<file path="config.mk">
export PLATFORM = sky130hd
export DESIGN_NAME = xmt_control_unit_flat
export DESIGN_NICKNAME = d
export VERILOG_FILES = /design/src/rtl/xmt_pkg.sv /design/src/rtl/xmt_control_unit_if.sv /design/src/rtl/xmt_bit_timer.sv /design/src/rtl/xmt_control_unit.sv /design/src/flat_wrapper.sv
export SDC_FILE = /design/constraint.sdc
export NUM_CORES = 1
export LEC_CHECK = 0
export CAP_MARGIN = 20
export CORE_AREA = 5 5 42 44
export DETAILED_ROUTE_END_ITERATION = 7
export DIE_AREA = 0 0 47 49
export PLACE_DENSITY = 0.52
export SLEW_MARGIN = 20
export SYNTH_ARGS = -nofsm -noshare
export SYNTH_HDL_FRONTEND = slang
export SYNTH_SLANG_ARGS = --single-unit
</file>
<file path="constraint.sdc">
create_clock -name Clock -period 1.1 [get_ports Clock]
set_input_delay 0.22 -clock Clock [delete_from_list [all_inputs] [get_ports Clock]]
set_output_delay 0.22 -clock Clock [all_outputs]
set_load 0.02 [all_outputs]
</file>
<file path="src/rtl/xmt_pkg.sv">
// Shared types and constants for the UART transmit control unit.
package xmt_pkg;

    typedef enum logic [1:0] {
        IDLE,
        WAITING,
        SENDING
    } xmt_state_t;

    localparam int WORD_SIZE = 8;
    localparam int BC_MAX    = WORD_SIZE + 1;

endpackage

</file>
<file path="src/rtl/xmt_control_unit_if.sv">
// Host/datapath handshake bundle for xmt_control_unit.
// The abort signal exists only when XMT_CTRL_ABORT_EN is defined.
interface xmt_control_unit_if;

    logic Load_XMT_datareg;
    logic Byte_ready;
    logic T_byte;
    logic BC_lt_BCmax;
    logic Load_XMT_DR;
    logic Load_XMT_shftreg;
    logic start;
    logic shift;
    logic clear;
    logic busy;
`ifdef XMT_CTRL_ABORT_EN
    logic abort;
`endif

    // Host and datapath side: issues requests, consumes strobes.
    modport master (
        output Load_XMT_datareg,
        output Byte_ready,
        output T_byte,
        output BC_lt_BCmax,
        input  Load_XMT_DR,
        input  Load_XMT_shftreg,
        input  start,
        input  shift,
        input  clear,
        input  busy
`ifdef XMT_CTRL_ABORT_EN
        ,
        output abort
`endif
    );

    // Control unit side.
    modport slave (
        input  Load_XMT_datareg,
        input  Byte_ready,
        input  T_byte,
        input  BC_lt_BCmax,
        output Load_XMT_DR,
        output Load_XMT_shftreg,
        output start,
        output shift,
        output clear,
        output busy
`ifdef XMT_CTRL_ABORT_EN
        ,
        input  abort
`endif
    );

endinterface

</file>
<file path="src/rtl/xmt_bit_timer.sv">
// Baud divider: counts 0..CLKS_PER_BIT-1 while enabled and holds at 0 otherwise.
module xmt_bit_timer #(
    parameter int CLKS_PER_BIT = 16
) (
    input  logic Clock,
    input  logic rst,
    input  logic en,
    output logic tick
);

    localparam int CNT_W = (CLKS_PER_BIT > 1) ? $clog2(CLKS_PER_BIT) : 1;
    localparam logic [CNT_W-1:0] LAST = CNT_W'(CLKS_PER_BIT - 1);

    logic [CNT_W-1:0] count_reg;

    always_ff @(posedge Clock) begin
        if (rst || !en) begin
            count_reg <= '0;
        end else if (count_reg == LAST) begin
            count_reg <= '0;
        end else begin
            count_reg <= count_reg + CNT_W'(1);
        end
    end

    assign tick = (count_reg == LAST);

endmodule

</file>
<file path="src/rtl/xmt_control_unit.sv">
// UART transmit control FSM: turns host handshakes into datapath strobes and
// paces one shift per bit period. Optional frame abort via XMT_CTRL_ABORT_EN.
module xmt_control_unit
    import xmt_pkg::*;
#(
    parameter int CLKS_PER_BIT = 16
) (
    input  logic                 Clock,
    input  logic                 rst,
    xmt_control_unit_if.slave    bus
);

    xmt_state_t state_reg;
    xmt_state_t state_next;

    logic abort_req;
    logic tick;
    logic timer_en;

    logic load_dr;
    logic load_shftreg;
    logic start_pulse;
    logic shift_pulse;
    logic clear_pulse;

`ifdef XMT_CTRL_ABORT_EN
    assign abort_req = bus.abort;
`else
    assign abort_req = 1'b0;
`endif

    // Timer only runs in SENDING; an abort zeroes it on the same edge we leave.
    assign timer_en = (state_reg == SENDING) && !abort_req && !rst;

    xmt_bit_timer #(
        .CLKS_PER_BIT(CLKS_PER_BIT)
    ) u_bit_timer (
        .Clock (Clock),
        .rst   (rst),
        .en    (timer_en),
        .tick  (tick)
    );

    always_comb begin
        state_next   = state_reg;
        load_dr      = 1'b0;
        load_shftreg = 1'b0;
        start_pulse  = 1'b0;
        shift_pulse  = 1'b0;
        clear_pulse  = 1'b0;
        if (rst) begin
            state_next = IDLE;
        end else begin
            load_dr = bus.Load_XMT_datareg;
            unique case (state_reg)
                IDLE: begin
                    // A simultaneous data-register load wins; Byte_ready is dropped.
                    if (bus.Byte_ready && !bus.Load_XMT_datareg) begin
                        load_shftreg = 1'b1;
                        state_next   = WAITING;
                    end
                end
                WAITING: begin
                    if (abort_req) begin
                        clear_pulse = 1'b1;
                        state_next  = IDLE;
                    end else if (bus.T_byte) begin
                        start_pulse = 1'b1;
                        state_next  = SENDING;
                    end
                end
                SENDING: begin
                    if (abort_req) begin
                        clear_pulse = 1'b1;
                        state_next  = IDLE;
                    end else if (tick) begin
                        if (bus.BC_lt_BCmax) begin
                            shift_pulse = 1'b1;
                        end else begin
                            clear_pulse = 1'b1;
                            state_next  = IDLE;
                        end
                    end
                end
                default: state_next = IDLE;
            endcase
        end
    end

    always_ff @(posedge Clock) begin
        if (rst) begin
            state_reg <= IDLE;
        end else begin
            state_reg <= state_next;
        end
    end

    assign bus.Load_XMT_DR      = load_dr;
    assign bus.Load_XMT_shftreg = load_shftreg;
    assign bus.start            = start_pulse;
    assign bus.shift            = shift_pulse;
    assign bus.clear            = clear_pulse;
    assign bus.busy             = !rst && (state_reg != IDLE);

endmodule

</file>
<file path="src/flat_wrapper.sv">
// flat-port wrapper written by rule: the top's interface ports become plain ports
module xmt_control_unit_flat import xmt_pkg::*;
#(
    parameter int CLKS_PER_BIT = 16
)
  (Clock, rst, bus_Load_XMT_datareg, bus_Byte_ready, bus_T_byte, bus_BC_lt_BCmax, bus_Load_XMT_DR, bus_Load_XMT_shftreg, bus_start, bus_shift, bus_clear, bus_busy);
  xmt_control_unit_if bus_i ();
  input  logic Clock;
  input  logic rst;
  input wire logic [$bits(bus_i.Load_XMT_datareg)-1:0] bus_Load_XMT_datareg;
  input wire logic [$bits(bus_i.Byte_ready)-1:0] bus_Byte_ready;
  input wire logic [$bits(bus_i.T_byte)-1:0] bus_T_byte;
  input wire logic [$bits(bus_i.BC_lt_BCmax)-1:0] bus_BC_lt_BCmax;
  output wire logic [$bits(bus_i.Load_XMT_DR)-1:0] bus_Load_XMT_DR;
  output wire logic [$bits(bus_i.Load_XMT_shftreg)-1:0] bus_Load_XMT_shftreg;
  output wire logic [$bits(bus_i.start)-1:0] bus_start;
  output wire logic [$bits(bus_i.shift)-1:0] bus_shift;
  output wire logic [$bits(bus_i.clear)-1:0] bus_clear;
  output wire logic [$bits(bus_i.busy)-1:0] bus_busy;
  assign bus_i.Load_XMT_datareg = bus_Load_XMT_datareg;
  assign bus_i.Byte_ready = bus_Byte_ready;
  assign bus_i.T_byte = bus_T_byte;
  assign bus_i.BC_lt_BCmax = bus_BC_lt_BCmax;
  assign bus_Load_XMT_DR = bus_i.Load_XMT_DR;
  assign bus_Load_XMT_shftreg = bus_i.Load_XMT_shftreg;
  assign bus_start = bus_i.start;
  assign bus_shift = bus_i.shift;
  assign bus_clear = bus_i.clear;
  assign bus_busy = bus_i.busy;
  xmt_control_unit #(.CLKS_PER_BIT(CLKS_PER_BIT)) u_core (.Clock(Clock), .rst(rst), .bus(bus_i));
endmodule
</file>
==> results of run 1 <==
==> through the flow <==
stage / cell area (um2) / setup slack (ns) / total power, mW / instances / setup TNS, ns
6_report: 620.6 / -0.4210 / 0.5306 / 76 / -1.643
5_1_grt: 620.6 / -0.4660 / 0.5547 / 76 / -1.860
4_1_cts: 565.5 / -0.4416 / 0.5221 / 74 / -1.382
3_5_place_dp: 509.2 / -1.011 / 0.3092 / 70 / -6.527
3_3_place_gp: 509.2 / -1.007 / 0.3098 / 70 / -6.398
2_1_floorplan: 311.5 / -0.1396 / 0.2595 / 34 / -0.2791
==> layout make-up <==
class,instances,area [um2]
Inverter,2,7.507
Timing Repair Buffer,23,212.7
Multi-Input combinational cell,26,232.7
Clock buffer,3,22.52
Fill cell,154,780.7
Sequential cell,6,125.1
Tap cell,16,20.02
==> worst max-delay path, stage by stage, from the launching register on <==
cell and delay (ns):
dfxtp_2 0.33, or3b_4 0.42, nor3_4 0.18, buf_6 0.14
==> how the worst max path moves through the flow <==
| stage | start | slack (ns) | to | cells after the start |
|---|---|---|---|---|
| 6_report | u_core.state_reg[1]$_SDFFE_PP0P_ | -0.42 | bus_clear | 3 |
| 3_3_place_gp | rst | -1.01 | bus_shift | 4 |
| 3_5_place_dp | rst | -1.01 | bus_clear | 4 |
| 2_1_floorplan | u_core.state_reg[1]$_SDFFE_PP0P_ | -0.14 | bus_clear | 2 |
| 5_1_grt | u_core.state_reg[1]$_SDFFE_PP0P_ | -0.47 | bus_clear | 3 |
| 4_1_cts | u_core.state_reg[0]$_SDFFE_PP0P_ | -0.44 | bus_clear | 3 |
==> logic make-up (layout without fill, tap and decap cells) <==
kind of cell               count (synthesis)  after routing  share of synthesized area, %
xor gates and xnor gates                   1              1                         3.112
adders and majority gates                  1              1                         4.444
AOI/OAI and AO/OA                          5              5                         9.779
buffers and inverters                      2             28                         2.668
and+or+nand+nor                           19             19                         37.34
DFF                                        6              6                         42.67
==> layer usage <==
layer	vias up	share of wire [%]	track usage, %
met3	2	10	1.845
met1	144	41	7.965
met5	-	0	0
li1	170	-	-
met2	13	47	10.18
met4	0	1.9	8.295
==> what timing repair did <==
| item | in CTS | in global routing |
|---|---|---|
| setup buffers | 1 | 2 |
| resized for setup | 45 | 9 |
| pin swaps | 9 | 5 |
| cloned | 0 | 0 |
| endpoints found under the hold margin | 0 | 0 |
| endpoints found under the setup margin | 10 | 9 |
==> placed cells by master, fill, tap and decap left out <==
cell / count
xnor2_1: 1
and3_4: 2
nor3b_2: 1
nor2_2: 1
nor2_1: 3
or3b_4: 1
buf_6: 8
nand2_1: 2
dlygate4sd2_1: 2
nand4b_1: 1
dfxtp_1: 2
clkdlybuf4s50_1: 3
inv_1: 2
o21ai_0: 1
dfxtp_2: 4
and3_1: 1
nor2b_1: 1
nand2b_1: 1
buf_4: 10
o21ai_1: 1
a21oi_1: 2
nor2_4: 2
clkbuf_4: 3
nor3_4: 2
o21bai_1: 1
ha_4: 1
nand3_4: 1
==> power groups by stage <==
stage                     logic (mW)  registers (mW)  clock network (mW)
after floorplan               0.0273           0.232                   0
after global placement        0.0779           0.232                   0
after detailed placement      0.0779           0.231                   0
after CTS                     0.0851           0.227               0.210
after global routing           0.111           0.228               0.216
final                          0.102           0.228               0.200
==> results.py, run 1 <==
metrics = {
    "run_status": {
        "status": "complete, but fails checks",
        "violations": "setup timing",
    },
    "cells_and_area": {
        "fin_util_pct": 44.29,
        "syn_to_final_growth_pct": 120.4,
        "drive_gt1_share_pct": 60.00,
        "largest_reg_flops": 4,
        "diodes": 0,
        "fin_nets": 69,
    },
    "floorplan": {
        "die_width_um": 47,
        "rows": 14,
        "fp.coreArea_um2": 1401,
        "dieArea_um2": 2303,
        "pin_count": 12,
        "die_h_um": 49,
        "start_util_pct": 20.09,
    },
    "power_and_ir_drop": {
        "power.share.combinational_pct": 19.3,
        "pwr-share-clk_pct": 37.7,
        "power.internal_uw": 405.6,
        "powerDensity_nw_per_um2": 854.9,
        "pwr-share-seq_pct": 43.0,
        "switching_share_pct": 23.54,
        "max-vdd-ir-drop_mv": 0.2967,
        "p_leak_nw": 0.2683,
        "p_sw_uw": 124.9,
    },
    "worst_setup_path": {
        "critPathKind": "flip-flop to output port",
        "cp.required_ns": 0.88,
        "ff2ff_path_depth": 3,
        "start_kind": "flip-flop",
        "cp-end-kind": "output port",
        "cp_max_fo": 3,
        "r2r_slack_ns": 0.03,
        "r2r-start": "u_core.state_reg[1]$_SDFFE_PP0P_",
        "crit_arrival_ns": 1.30,
        "r2r_end": "u_core.u_bit_timer.count_reg[3]$_SDFF_PP0_",
    },
    "route": {
        "via_count": 329,
        "first_pass_iters": 2,
        "routed_wl_um": 789,
        "drc": 0,
        "drtIter0Drc": 2,
        "route.detailed.wl_per_inst_um": 10.38,
        "drt-vias-per-instance": 4.329,
        "ant_nets": 0,
    },
    "placement": {
        "port_buffers": 11,
        "place.gp.congestion": 0.6527,
        "dp_hpwl_um": 553,
    },
    "sta": {
        "slew_headroom_pct": 86.92,
        "report.final.slew_viol_count": 0,
        "holdWs_ns": 0.5088,
        "period_share_pct": 138.3,
        "setup_viol": 5,
        "setup_slack_ns": -0.4210,
        "finalHoldViolCount": 0,
        "fin_crit_ns": 1.521,
        "max_freq_ghz": 0.6575,
        "rsz0062_at_grt": "yes",
        "tightest_slew_ns": 0.1954,
        "fin_skew_ns": 0.0005857,
    },
    "logic_synthesis": {
        "synth-seq-area-share_pct": 42.67,
        "synth_top_area_cell": "dfxtp_1",
        "yosys.area.top_type_share_pct": 42.67,
        "yosysWarnings": 0,
        "synth_area_per_cell_um2": 8.280,
        "netlist_top_cells_count": "dfxtp_1, nor2_1",
        "synth_cells": 34,
        "synth_edf_count": 0,
        "yosys_most_used_dff": "dfxtp_1",
        "synth_cell_types": 18,
        "synthArstFlopShare_pct": 0,
        "ys_ff_latch": 6,
        "synth_fp_nets": 41,
        "synth_area_um2": 281.5,
        "yosys-top-cells-area": "dfxtp_1, nor2_1, and3_1",
    },
    "global_routing": {
        "grt_max_degree": 6,
        "antenna_found_initial": 0,
        "grt_pass1_wl_um": 1186,
        "grt_pass1_vias": 316,
        "grt_use_total_pct": 7.339,
        "overflow": 0,
    },
    "run": {
        "cap_violations": 0,
    },
    "clocking": {
        "cts_sinks": 6,
        "clk_latency_ns": 0.24,
        "ctsHtreeMaxLevel": 1,
        "clk_pin_slew_worst_paths_ns": 0.04,
        "cts_inserted_buffers": 3,
        "cts_buffer_depth": 2,
        "cts_hold_buf": 0,
        "ctsRootBufferMaster": "clkbuf_4",
        "tritoncts": "done",
    },
    "worst_hold_path": {
        "min_to": "u_core.u_bit_timer.count_reg[0]$_SDFF_PP0_",
        "hold_class": "input port to flip-flop",
        "min_delay_path_depth": 5,
        "min_from": "rst",
    },
}
Note: power is estimated with default switching activity, not from simulation.
==> run 2, diff against run 1 <==
--- a/config.mk
+++ b/config.mk
@@ -5,11 +5,12 @@
 export SDC_FILE = /design/constraint.sdc
 export NUM_CORES = 1
 export LEC_CHECK = 0
+export ABC_AREA = 1
 export CAP_MARGIN = 20
 export CORE_AREA = 5 5 42 44
 export DETAILED_ROUTE_END_ITERATION = 7
 export DIE_AREA = 0 0 47 49
-export PLACE_DENSITY = 0.52
+export PLACE_DENSITY_LB_ADDON = 0.2
 export SLEW_MARGIN = 20
 export SYNTH_ARGS = -nofsm -noshare
 export SYNTH_HDL_FRONTEND = slang
==> run 2 against run 1 <==
  * The flow still finishes with violations (setup timing)
  * Global-route usage is 1.3 points higher
  * Count of clock-buffer cells in the layout stayed put
  * Flip-flop and latch count stayed put
  * Cell count is 12% higher
  * Utilization is 2.8 points higher
  * Total power is 5.9% higher
  * Via count is 10% higher
  * Clock skew hardly changed
  * Maximum frequency is 13% higher
  * Sequential share of layout area is 0.43 points lower
  * Synthesized cell count is 21% higher
  * Critical path type unchanged
==> results.py, run 2 <==
metrics = {
    "worst_hold_path": {
        "hold_class": "input port to flip-flop",
        "min_to": "u_core.state_reg[0]$_SDFFE_PP0P_",
        "min_delay_path_depth": 5,
        "min_from": "bus_Load_XMT_datareg",
    },
    "sta": {
        "finalHoldViolCount": 0,
        "setup_viol": 6,
        "fin_crit_ns": 1.347,
        "rsz0062_at_grt": "yes",
        "setup_slack_ns": -0.2469,
        "fin_skew_ns": 0.0007906,
        "finalSetupTns_ns": -0.9545,
        "max_freq_ghz": 0.7424,
        "slew_headroom_pct": 84.97,
        "period_share_pct": 122.4,
        "tightest_slew_ns": 0.2246,
        "report.final.slew_viol_count": 0,
    },
    "worst_setup_path": {
        "r2r_end": "u_core.state_reg[1]$_SDFFE_PP0P_",
        "start_kind": "flip-flop",
        "crit_chain": "ha_4 > nand3_4 > nor4_2 > buf_4",
        "ff2ff_path_depth": 8,
        "r2r-start": "u_core.u_bit_timer.count_reg[1]$_SDFF_PP0_",
        "cpPeakStageDelay_ns": 0.34,
        "cp.required_ns": 0.88,
        "critPathKind": "flip-flop to output port",
        "cp-end-kind": "output port",
        "cp_max_fo": 3,
        "cp_num_buf_inv": 1,
        "crit_path_top_delay_cell": "dfxtp_2",
        "critPathTopFamily": "flip-flops",
        "crit_arrival_ns": 1.13,
        "r2r_slack_ns": -0.08,
    },
    "cells_and_area": {
        "diodes": 0,
        "final_common_cell": "buf_4",
        "design_area_um2": 659.4,
        "fin_nets": 78,
        "n_fill_cell": 144,
        "regArea_um2": 130.1,
        "syn_to_final_growth_pct": 125.2,
        "final_cell_mix": "buf_4, nor2_1, buf_6",
        "drive_gt1_share_pct": 59.42,
        "largest_reg_flops": 4,
        "fin_util_pct": 47.05,
        "multi_input_area_um2": 235.2,
    },
    "placement": {
        "port_buffers": 11,
        "placed_area_um2": 545.5,
        "dp_slack_ns": -0.8045,
        "place.gp.congestion": 0.6579,
        "dp_hpwl_um": 588.5,
    },
    "run_status": {
        "violations": "setup timing",
        "status": "complete, but fails checks",
    },
    "logic_synthesis": {
        "netlist_top_cells_count": "nor2_1, dfxtp_1, inv_1",
        "ys_ff_latch": 6,
        "synth_top_area_cell": "dfxtp_1",
        "synth_cell_types": 15,
        "synth-seq-area-share_pct": 41.03,
        "synth_cells": 41,
        "synth_area_per_cell_um2": 7.141,
        "yosys.area.top_type_share_pct": 41.03,
        "synth_fp_nets": 48,
        "yosysWarnings": 0,
        "yosys_most_used_dff": "dfxtp_1",
        "synthArstFlopShare_pct": 0,
        "synth_edf_count": 0,
        "yosysMostFrequentCell": "nor2_1",
        "yosys-top-cells-area": "dfxtp_1, nor2_1, nand3_1",
        "synth_area_um2": 292.8,
    },
    "route": {
        "drt-vias-per-instance": 4.271,
        "drc": 0,
        "routed_wl_um": 881,
        "ant_nets": 0,
        "via_count": 363,
        "drtIter0Drc": 1,
        "first_pass_iters": 3,
        "route.detailed.wl_per_inst_um": 10.36,
    },
    "global_routing": {
        "grt_pass1_wl_um": 1469,
        "grt_pass1_vias": 358,
        "overflow": 0,
        "antenna_found_initial": 0,
        "grt_use_total_pct": 8.668,
        "grt_max_degree": 8,
    },
    "floorplan": {
        "die_h_um": 49,
        "dieArea_um2": 2303,
        "fp.coreArea_um2": 1401,
        "rows": 14,
        "die_width_um": 47,
        "pin_count": 12,
        "start_util_pct": 20.89,
    },
    "power_and_ir_drop": {
        "max-vdd-ir-drop_mv": 0.3378,
        "pwr-share-seq_pct": 41.8,
        "p_leak_nw": 0.2820,
        "power.internal_uw": 417.0,
        "powerDensity_nw_per_um2": 852.2,
        "power.share.combinational_pct": 23.7,
        "pwr-share-clk_pct": 34.4,
        "switching_share_pct": 25.79,
        "p_sw_uw": 144.9,
    },
    "clocking": {
        "ctsHtreeMaxLevel": 1,
        "cts_sinks": 6,
        "clk_latency_ns": 0.24,
        "ctsRootBufferMaster": "clkbuf_4",
        "cts_buffer_depth": 2,
        "tritoncts": "done",
        "clk_pin_slew_worst_paths_ns": 0.04,
        "cts_inserted_buffers": 3,
    },
    "run": {
        "cap_violations": 0,
    },
}
## run 2: routing by layer
| metal | GRT usage [%] | vias to the layer above | routed length (um) |
|---|---|---|---|
| met4 | 5.530 | 0 | 0 |
| met1 | 10.57 | 173 | 365 |
| met5 | 0 | - | 0 |
| met2 | 13.35 | 3 | 489 |
| met3 | 1.476 | 0 | 27 |
| li1 | - | 187 | - |
## run 2: worst min-delay path: cells and delay by family
| family | cells | cell delay [ns] |
|---|---|---|
| AOI/OAI and AO/OA | 1 | 0.05 |
| buffers and inverters | 3 | 0.34 |
| and+or+nand+nor | 1 | 0.08 |
## run 2: power by group through the flow
stage | logic (mW) | registers [mW] | clock network, mW
final | 0.133 | 0.235 | 0.194
after global routing | 0.146 | 0.236 | 0.217
after CTS | 0.116 | 0.235 | 0.202
after detailed placement | 0.109 | 0.235 | 0
after global placement | 0.109 | 0.235 | 0
after floorplan | 0.0487 | 0.235 | 0
## run 2: how the worst max path moves through the flow
| stage | startpoint | endpoint | cells past startpoint |
|---|---|---|---|
| 6_report | u_core.u_bit_timer.count_reg[1]$_SDFF_PP0_ | bus_clear | 4 |
| 5_1_grt | u_core.u_bit_timer.count_reg[1]$_SDFF_PP0_ | bus_clear | 4 |
| 3_5_place_dp | rst | bus_start | 4 |
| 3_3_place_gp | bus_BC_lt_BCmax | bus_shift | 4 |
| 2_1_floorplan | u_core.u_bit_timer.count_reg[0]$_SDFF_PP0_ | bus_clear | 3 |
| 4_1_cts | u_core.u_bit_timer.count_reg[1]$_SDFF_PP0_ | bus_clear | 4 |
## run 2: cells by family after synthesis
family	share of synthesized area, %
buffers and inverters	9.400
AO/OA/AOI/OAI	1.708
XOR/XNOR	5.984
AND/OR/NAND/NOR	37.60
flip-flops	41.03
adder cells (fa/ha/maj)	4.273
## run 2: timing repair
action / 4_1_cts / 5_1_grt
cloned: 0 / 0
buffers inserted: 1 / 2
pin swaps: 4 / 2
hold buffers: 0 / 0
setup endpoints to repair: 11 / 6
gates resized for setup: 53 / 9
## run 2: cell type report
class,instances,area share (%)
multi-input combinational,28,35.67
timing repair buffer,26,34.35
sequential,6,19.73
inverter,6,3.795
clock buffer,3,3.416
tap,16,3.036
## run 2: through the flow
stage | total power, mW | hold WS [ns] | cells
2_1_floorplan | 0.2841 | 0.4050 | 41
3_3_place_gp | 0.3440 | 0.5081 | 79
3_5_place_dp | 0.3439 | 0.5120 | 79
4_1_cts | 0.5537 | 0.4750 | 83
5_1_grt | 0.5983 | 0.5400 | 85
6_report | 0.5619 | 0.4934 | 85
==> run 3, diff against run 2 <==
--- a/config.mk
+++ b/config.mk
@@ -14,4 +14,5 @@
 export SLEW_MARGIN = 20
 export SYNTH_ARGS = -nofsm -noshare
 export SYNTH_HDL_FRONTEND = slang
+export SYNTH_HIERARCHICAL = 1
 export SYNTH_SLANG_ARGS = --single-unit
==> constraint.sdc (replaced) <==
create_clock -name Clock -period 1.44 [get_ports Clock]
set_input_delay 0.288 -clock Clock [delete_from_list [all_inputs] [get_ports Clock]]
set_output_delay 0.288 -clock Clock [all_outputs]
set_load 0.02 [all_outputs]
==> run 3 against run 2 <==
  * The flow still finishes with violations (setup timing)
  * Clock power decreased by 24%
  * Routed wire length is 6.8% lower
  * Synthesized cell count grew 17%
  * Sequential power decreased by 26%
  * Cell area shrank 7.6%
  * Critical path depth up 2
  * Flip-flop and latch count unchanged
  * Total power is 31% lower
  * Critical path type unchanged
  * Critical endpoint is now bus_shift
==> results.py, run 3 <==
metrics = {
    "route": {
        "drc": 0,
        "via_count": 384,
        "drt-vias-per-instance": 4.129,
        "routed_wl_um": 821,
        "wl_met1_um": 336,
        "wl_met2_um": 422,
        "ant_nets": 0,
        "route.detailed.wl_per_inst_um": 8.828,
        "drtIter0Drc": 5,
        "met3_length_um": 54,
        "routed.top_layer": "met4",
        "first_pass_iters": 4,
    },
    "placement": {
        "dp_cells": 85,
        "port_buffers": 11,
        "dp_slack_ns": -0.5818,
        "place.gp.congestion": 0.6473,
        "dp_hpwl_um": 619.3,
    },
    "cells_and_area": {
        "largest_reg_flops": 4,
        "n_fill_cell": 160,
        "final_cell_mix": "buf_4, nor2_1, inv_1",
        "diodes": 0,
        "syn_to_final_growth_pct": 84.47,
        "drive_gt1_share_pct": 49.35,
        "fin_util_pct": 43.48,
        "final_common_cell": "buf_4",
        "fin_cells": 93,
        "fin_nets": 86,
    },
    "sta": {
        "rsz0062_at_grt": "yes",
        "period_share_pct": 101.6,
        "setup_slack_ns": -0.02359,
        "fin_skew_ns": 0.001355,
        "setup_viol": 2,
        "report.final.slew_viol_count": 0,
        "tightest_slew_ns": 0.3106,
        "slew_headroom_pct": 79.29,
        "finalHoldViolCount": 0,
        "max_freq_ghz": 0.6833,
        "fin_crit_ns": 1.464,
    },
    "clocking": {
        "clk_pin_slew_worst_paths_ns": 0.04,
        "ctsRootBufferMaster": "clkbuf_4",
        "tritoncts": "done",
        "clk_latency_ns": 0.24,
        "cts_inserted_buffers": 3,
        "ctsHtreeMaxLevel": 1,
        "cts_sinks": 6,
        "cts_buffer_depth": 2,
    },
    "logic_synthesis": {
        "ys_ff_latch": 6,
        "synth_top_area_cell": "dfxtp_1",
        "yosys.area.top_type_share_pct": 36.36,
        "yosys-top-cells-area": "dfxtp_1, nor2_1, inv_1",
        "yosys_most_used_dff": "dfxtp_1",
        "synth_cells": 48,
        "synth_fp_nets": 55,
        "synthArstFlopShare_pct": 0,
        "yosysMostFrequentCell": "nor2_1",
        "synth_area_per_cell_um2": 6.882,
        "synth_edf_count": 0,
        "yosysWarnings": 6,
        "synth_area_um2": 330.3,
        "netlist_top_cells_count": "nor2_1, inv_1, dfxtp_1, nand2_1, nand3_1",
        "synth_cell_types": 15,
        "synth-seq-area-share_pct": 36.36,
    },
    "floorplan": {
        "fp.coreArea_um2": 1401,
        "die_h_um": 49,
        "die_width_um": 47,
        "dieArea_um2": 2303,
        "start_util_pct": 23.57,
        "pin_count": 12,
        "rows": 14,
    },
    "worst_setup_path": {
        "cp-end-kind": "output port",
        "r2r_slack_ns": 0.11,
        "cp_max_fo": 2,
        "start_kind": "flip-flop",
        "critPathKind": "flip-flop to output port",
        "cp.required_ns": 1.15,
        "crit_arrival_ns": 1.18,
    },
    "global_routing": {
        "antenna_found_initial": 0,
        "grt_use_total_pct": 8.322,
        "grt_pass1_vias": 370,
        "grt_max_degree": 9,
        "overflow": 0,
        "grt_pass1_wl_um": 1414,
    },
    "power_and_ir_drop": {
        "powerDensity_nw_per_um2": 640.6,
        "p_leak_nw": 0.2688,
        "max-vdd-ir-drop_mv": 0.3662,
    },
    "run_status": {
        "status": "complete, but fails checks",
        "violations": "setup timing",
    },
    "run": {
        "cap_violations": 0,
    },
    "worst_hold_path": {
        "hold_class": "flip-flop to flip-flop",
    },
}
[run 3: changes by cell type after synthesis, moves of 2 or more]
cell,delta
a21oi_2,+2
nand3_1,-2
nor4_1,-2
nand2_1,+2
nor2_1,+2
inv_1,+4
[run 3: area by class of cell]
type                       count  area [um2]  share of cell area [%]
multi-input combinational     31       198.9                   32.65
inverter                      10       37.54                   6.160
timing repair buffer          27       207.7                   34.09
clock buffer                   3       22.52                   3.696
sequential                     6       122.6                   20.12
tap                           16       20.02                   3.285
[run 3: layer usage]
metal | GRT usage (%) | vias to the layer above
li1 | - | 203
met1 | 9.934 | 171
met2 | 12.22 | 8
met3 | 2.583 | 2
met4 | 5.530 | 0
met5 | 0 | -
[run 3: final timing paths]
path / startpoint / cells after the start / end
max: u_core/u_bit_timer/count_reg[1]$_SDFF_PP0_ / 6 / bus_shift
min: u_core/u_bit_timer/count_reg[0]$_SDFF_PP0_ / 2 / u_core/u_bit_timer/count_reg[0]$_SDFF_PP0_
max reg2reg: u_core/state_reg[0]$_SDFFE_PP0P_ / 8 / u_core/state_reg[0]$_SDFFE_PP0P_
min reg2reg: u_core/u_bit_timer/count_reg[0]$_SDFF_PP0_ / 2 / u_core/u_bit_timer/count_reg[0]$_SDFF_PP0_
[run 3: kinds of logic (layout without fill, tap and decap cells)]
logic type                 Yosys count  count (layout)  synth area share (%)
adders and majority gates            1               1                 3.787
buffers and inverters               11              40                 14.77
and+or+nand+nor                     26              26                 35.61
xor gates and xnor gates             1               1                 2.652
DFF                                  6               6                 36.37
AOI/OAI and AO/OA                    3               3                 6.818
[run 3: where the power goes]
group          internal, mW  switching [mW]  total, mW  leakage [nW]
logic                0.0377          0.0310     0.0688         0.205
clock network        0.0938          0.0538      0.148        0.0138
registers             0.170         0.00376      0.174        0.0496
[run 3: metrics by stage]
| stage | setup TNS [ns] | hold WS (ns) | power (mW) | area [um2] |
|---|---|---|---|---|
| after detailed placement | -3.801 | 0.5199 | 0.2392 | 541.8 |
| final | -0.03798 | 0.5292 | 0.3903 | 609.3 |
| after CTS | -0.09809 | 0.5321 | 0.3973 | 598.1 |
| after global placement | -3.436 | 0.5121 | 0.2389 | 541.8 |
| after global routing | -0.3365 | 0.5682 | 0.4167 | 609.3 |
| after floorplan | 0 | 0.4301 | 0.2040 | 340.3 |
[run 3: repair_timing]
item                       CTS  global route
hold buffers                 0             0
setup buffers                5             0
pin swaps                    5             0
setup endpoints to repair    6             5
resized for setup           32             5
[run 3: critical path: stages (launching register included)]
cell and delay [ns]:
dfxtp_2 0.34, ha_4 0.15, nand3_4 0.06, inv_2 0.07, nand2_1 0.05, nor3_2 0.10
buf_4 0.16
